**config.mk**
```make
export PLATFORM = sky130hd
export DESIGN_NAME = mips_register_file
export DESIGN_NICKNAME = d
export VERILOG_FILES = /design/src/rtl/mips_register_file.sv
export SDC_FILE = /design/constraint.sdc
export NUM_CORES = 2
export LEC_CHECK = 0
export CAP_MARGIN = 40
export CORE_MARGIN = 5
export CORE_UTILIZATION = 55
export DETAILED_ROUTE_END_ITERATION = 10
export PLACE_DENSITY = 0.72
export REMOVE_ABC_BUFFERS = 1
export SYNTH_ARGS = -nofsm -noshare
export SYNTH_HDL_FRONTEND = slang
export SYNTH_SLANG_ARGS = --single-unit
```
**constraint.sdc**
```tcl
create_clock -name clk -period 5.8 [get_ports clk]
set_input_delay 1.16 -clock clk [delete_from_list [all_inputs] [get_ports clk]]
set_output_delay 1.16 -clock clk [all_outputs]
set_load 0.01 [all_outputs]
```
**src/rtl/mips_register_file.sv**
```systemverilog
`default_nettype none
// ============================================================================
// Module   : mips_register_file
// Brief    : 32 x 32 MIPS32 GPR file with two combinational read ports and one
//            synchronous write port; $0 reads as zero. Optional same-cycle
//            write-to-read forwarding when REGFILE_WRITE_BYPASS_EN is defined.
// Revision : 1.0
// ============================================================================
module mips_register_file #(
   parameter int DATA_WIDTH = 32,
   parameter int ADDR_WIDTH = 5,
   parameter int NUM_REGS   = 32
) (
   input  logic                  clk,
   input  logic                  reset,
   output logic [DATA_WIDTH-1:0] read_data_1,
   output logic [DATA_WIDTH-1:0] read_data_2,
   input  logic [DATA_WIDTH-1:0] write_data,
   input  logic [ADDR_WIDTH-1:0] read_reg_1,
   input  logic [ADDR_WIDTH-1:0] read_reg_2,
   input  logic [ADDR_WIDTH-1:0] write_reg,
   input  logic                  signal_reg_write
);

   localparam logic [ADDR_WIDTH-1:0] ZERO_IDX = '0;

   logic [DATA_WIDTH-1:0] regs [NUM_REGS];

   logic [1:0][ADDR_WIDTH-1:0] rd_idx;
   logic [1:0][DATA_WIDTH-1:0] rd_data;

   logic write_en;

   // Writes aimed at $0 are dropped here so the stored zero never changes.
   assign write_en = signal_reg_write && (write_reg != ZERO_IDX);

   always_ff @(posedge clk) begin
      if (reset) begin
         for (int i = 0; i < NUM_REGS; i++) begin
            regs[i] <= '0;
         end
      end else if (write_en) begin
         regs[write_reg] <= write_data;
      end
   end

   assign rd_idx[0]   = read_reg_1;
   assign rd_idx[1]   = read_reg_2;
   assign read_data_1 = rd_data[0];
   assign read_data_2 = rd_data[1];

   for (genvar p = 0; p < 2; p++) begin : g_read_port
      always_comb begin
         rd_data[p] = regs[rd_idx[p]];
         if (rd_idx[p] == ZERO_IDX) begin
            rd_data[p] = '0;
         end
`ifdef REGFILE_WRITE_BYPASS_EN
         else if (write_en && !reset && (write_reg == rd_idx[p])) begin
            rd_data[p] = write_data;
         end
`else
         else begin
            rd_data[p] = regs[rd_idx[p]];
         end
`endif
      end
   end

endmodule
`default_nettype wire

```
# Word-level counts from Yosys, hierarchy flattened
# Memories as Yosys holds them, arrays and structs flattened.
# Index checks and enable logic that the tools add are counted.
word_totals:
  reg_bits: 0
  ramBits: 1024
  latchBits: 0
  rom_bits: 0
  mem_count: 1
  output_inout_bits: 64
  elab_cells: 16
classes:
  n_shift: 0
  n_reduce_logical: 5
  add_sub_neg: 0
  mux: 10
  n_mul: 0
  n_bitwise: 0
  eq_ne: 0
  div: 0
  order_cmp: 0
memory_table:
  columns: ["name", "depth", "word_bits", "read_ports", "rd_ports_with_merged_regs", "write_ports", "line", "rtl"]
  rows:
  - ["regs", 32, 32, 2, 0, 32, "27", "logic [DATA_WIDTH-1:0] regs [NUM_REGS];"]
ops:
  columns: ["operator", "count"]
  rows:
  - ["32-bit 2-to-1 mux", 3]
  - ["32-bit OR reduction", 1]
  - ["5-bit zero test", 2]
  - ["1-bit 2-to-1 mux", 6]
  - ["5-bit 2-to-1 mux", 1]
  - ["5-bit nonzero test", 1]
  - ["1-bit logical AND", 1]

# Depth between registers and ports, before layout
logic_depth:
  word_depth: 7
  ltp_mapped: 9
  depth_no_buf: 4

# Worst setup path before layout
# OpenSTA, ideal clock, no wires.
synth_path:
  kind: "input-to-output"
  startpoint: "input port read_reg_1[0]"
  endpoint: "output port read_data_1[10]"
  required_ns: 4.640
  path_buffers: 4
  path_stages: 7
  arrival_ns: 2.830
  slack_ns: 1.810
  path_cell_list: "clkbuf_1 buf_6 buf_6 buf_6 mux4_2 a2111oi_0 nor3_1"
synth_between:
  elab_chain_len: 2
  word_cells_on_any_way: 3
  cone_classes: "mux: 1; reduce/logical: 1; memory: 1"
synth_rtl:
  columns: ["item", "line", "rtl"]
  rows:
  - ["start, declared", "19", "input logic [ADDR_WIDTH-1:0] read_reg_1,"]
  - ["memory 32 x 32 bit / 5-bit zero test (equally long branches)", null, null]
  - ["32-bit 2-to-1 mux (*)", "55", "if (rd_idx[p] == ZERO_IDX) begin"]
  - ["end, declared", "16", "output logic [DATA_WIDTH-1:0] read_data_1,"]
# Mark *: on every way between the ends. The rest lies on a longest branch, timed or not.

# Final worst setup path
layout_path:
  startpoint: "input port read_reg_1[3]"
  endpoint: "output port read_data_1[12]"
# Same word-level chain as after synthesis.

==> flow_summary_export.csv <==
group,metric,value,unit
placement,gp_congestion,0.9141,
logic_synthesis,yosysMostFrequentCell,"edfxtp_1",
logic_synthesis,synthMuxAreaShare,22.99,%
final_layout,regMostFlops,"regs",
placement,portBuffers,113,
floorplan,die_x,324.0,um
clock_network,cts_num_sinks,1024,
setup_path,arrival,4.66,ns
logic_synthesis,synth-seq-cells,1024,
logic_synthesis,synth-edff-count,1024,
setup_path,cp_cell_sequence,"clkdlybuf4s50_1, buf_12, or3b_2, buf_4, o22ai_1, a2111oi_1, nor3_1, clkdlybuf4s50_1",
clock_network,cts_setup_buffers,0,
timing,slew_headroom,32.29,%
global_route,grt_usage,33.39,%
final_layout,nFillCells,6990,
drt,final_antenna_net_count,0,
logic_synthesis,yosysSeqAreaShare,56.70,%
power_and_ir_drop,power.total,0.01780,W
logic_synthesis,synthAdderAreaFrac,0,%
logic_synthesis,synth_cell_types,42,
logic_synthesis,synthSimpleGateAreaFrac,13.34,%
setup_path,cp.required,4.64,ns
timing,tightest_slew,1.013,ns
timing,setup_violations,1,
logic_synthesis,syn_inst,3502,
logic_synthesis,synth_top_area_share,56.70,%
min_path,hp-class,"primary input to flip-flop",
clock_network,cts_tree,"yes",
timing,fmax,171.9,MHz
setup_path,slowest_delay,0.85,ns
logic_synthesis,netlist_area,0.05423,mm^2
timing,fin_ws,-0.01884,ns
drt,finalWirelength,175.3,mm
clock_network,hold_buffers,0,
placement,placed_cell_area,0.05783,mm^2
status,violations,"negative setup slack",
clock_network,cts.clk_slew.worst_paths,0.06,ns
logic_synthesis,ys_warn_count,0,
global_route,grt_pass1_vias,35770,
clock_network,h-tree-depth,3,
status,outcome,"complete, but fails checks",
logic_synthesis,synth_top_area_cell,"edfxtp_1",
floorplan,core_area,0.09813,mm^2
global_route,antenna_found_initial,7,
floorplan,die_area,0.1050,mm^2
drt,wl_per_cell,35.27,um
timing,slew_viol_final,0,
global_route,grt_max_degree,58,
setup_path,path_class,"primary input to primary output",
final_layout,drive_gt1_share,26.37,%
setup_path,setup.worst_path.start_class,"primary input",
floorplan,placement_rows,115,
floorplan,start_util,55.26,%
drt,dr.pass1.iters,6,
power_and_ir_drop,ir_drop,0.0002457,V
final_layout,layout_top_registers,"regs (1024)",
setup_path,cp_slowest_cell,"a2111oi_1",
setup_path,cp_common_cell,"clkdlybuf4s50_1",
timing,post-route-period-util,100.3,%
logic_synthesis,ys_async_sr_fraction,0,%
drt,route.detailed.drc,0,
power_and_ir_drop,power_density,290.8,mW/mm^2
clock_network,numCtsBuffers,105,
setup_path,crit_family,"buffers and inverters",
timing,fin_hold_ws,1.228,ns
logic_synthesis,synth_top_family_by_area,"multiplexers",
flow_run,max_cap_violations,0,
setup_path,cp-end-kind,"primary output",
floorplan,die_h,324.0,um
drt,via_per_inst,7.030,
logic_synthesis,postSynthAreaPerCell,15.49,um^2
global_route,grt-ovfl-total,0,
logic_synthesis,synth_common_cells,"1024 x edfxtp_1, 995 x and2_1, 472 x mux4_2, 272 x clkbuf_1, 150 x mux2i_1",
power_and_ir_drop,leakagePower,21.19,nW
floorplan,io_pins,114,
logic_synthesis,synth_compound_gate_area_share,3.652,%
timing,fin_crit,5.819,ns
clock_network,ctsResizeCount,0,
setup_path,cp_max_fo,24,
final_layout,area_growth,12.88,%
placement,pre_cts_ws,0.1628,ns
final_layout,largest_reg_flops,1024,
clock_network,cts_root_buf,"clkbuf_16",
logic_synthesis,ys.flop_type,"edfxtp_1",
logic_synthesis,netlist_top_cells_area,"edfxtp_1 57%, mux4_2 20%, and2_1 11%",
timing,hold_violations,0,
drt,drt_iter0_drc,5355,
global_route,grt_pass1_wl,250.4,mm
final_layout,fin_nets,3648,
timing,rsz0062_at_grt,"false",
drt,num_vias,34930,
setup_path,critPathBufInv,4,
logic_synthesis,synthXorXnorAreaFrac,0,%
clock_network,cts.path.max_buffers,3,
placement,dpl.hpwl,109.6,mm
final_layout,final_area,0.06122,mm^2
final cells by class:
| type | instances | area (um^2) | share of cell area (%) |
|---|---|---|---|
| inverters | 2 | 7.507 | 0.01226 |
| multi-input cells | 2120 | 21920 | 35.80 |
| flip-flops and latches | 1024 | 30750 | 50.23 |
| diodes | 4 | 10.01 | 0.01635 |
| clock inverters | 65 | 575.6 | 0.9402 |
| repair buffers | 345 | 3592 | 5.868 |
| well taps | 1287 | 1610 | 2.630 |
| clock buffers | 122 | 2755 | 4.500 |
kinds of logic (layout without fill, tap and decap cells):
kind of cell | Yosys count | after routing
simple gates | 1177 | 1177
flops | 1024 | 1024
mux | 652 | 652
buf+inv | 389 | 534
compound gates | 259 | 259
other cells | 1 | 36
routing by layer:
layer | share of wire [%] | track usage, % | up-vias
li1 | - | - | 13760
met1 | 35 | 43.62 | 17950
met2 | 48 | 53.98 | 2743
met3 | 13 | 9.502 | 484
met4 | 4.2 | 12.87 | 4
met5 | 0.013 | 0 | -
stage by stage:
stage / utilization, % / cells / TNS, ns
floorplan: - / 3146 / 0
global placement: 58.29 / 4734 / 0
detailed placement: 58.93 / 4773 / 0
CTS: 62.33 / 4960 / 0
global route: 62.37 / 4965 / 0
finish: 62.38 / 4969 / -0.01884
final timing paths:
check,startpoint,to,slack (ns),cells after the start
worst max-delay path,read_reg_1[3],read_data_1[12],-0.02,8
worst min-delay path,write_data[24],regs[28][24],1.23,2
cells in the final DEF, fill, tap and decap left out, types with 32 or more instances in the layout:
cell type / Yosys / layout
edfxtp_1: 1024 / 1024
conb_1: 1 / 32
or2_2: 33 / 33
a22o_1: 51 / 51
buf_4: 31 / 159
nor3_1: 54 / 54
and2_1: 995 / 994
mux2i_1: 150 / 150
clkdlybuf4s50_1: 0 / 104
buf_12: 0 / 34
o22ai_1: 103 / 103
mux4_2: 472 / 472
clkbuf_16: 0 / 108
a2111oi_1: 41 / 41
report_power, final:
| group | internal, W | switching [W] |
|---|---|---|
| combinational | 0.00105 | 0.00125 |
| clock | 0.00382 | 0.00289 |
| sequential | 0.00855 | 0.000230 |
Power figures use the tool's default switching activity.
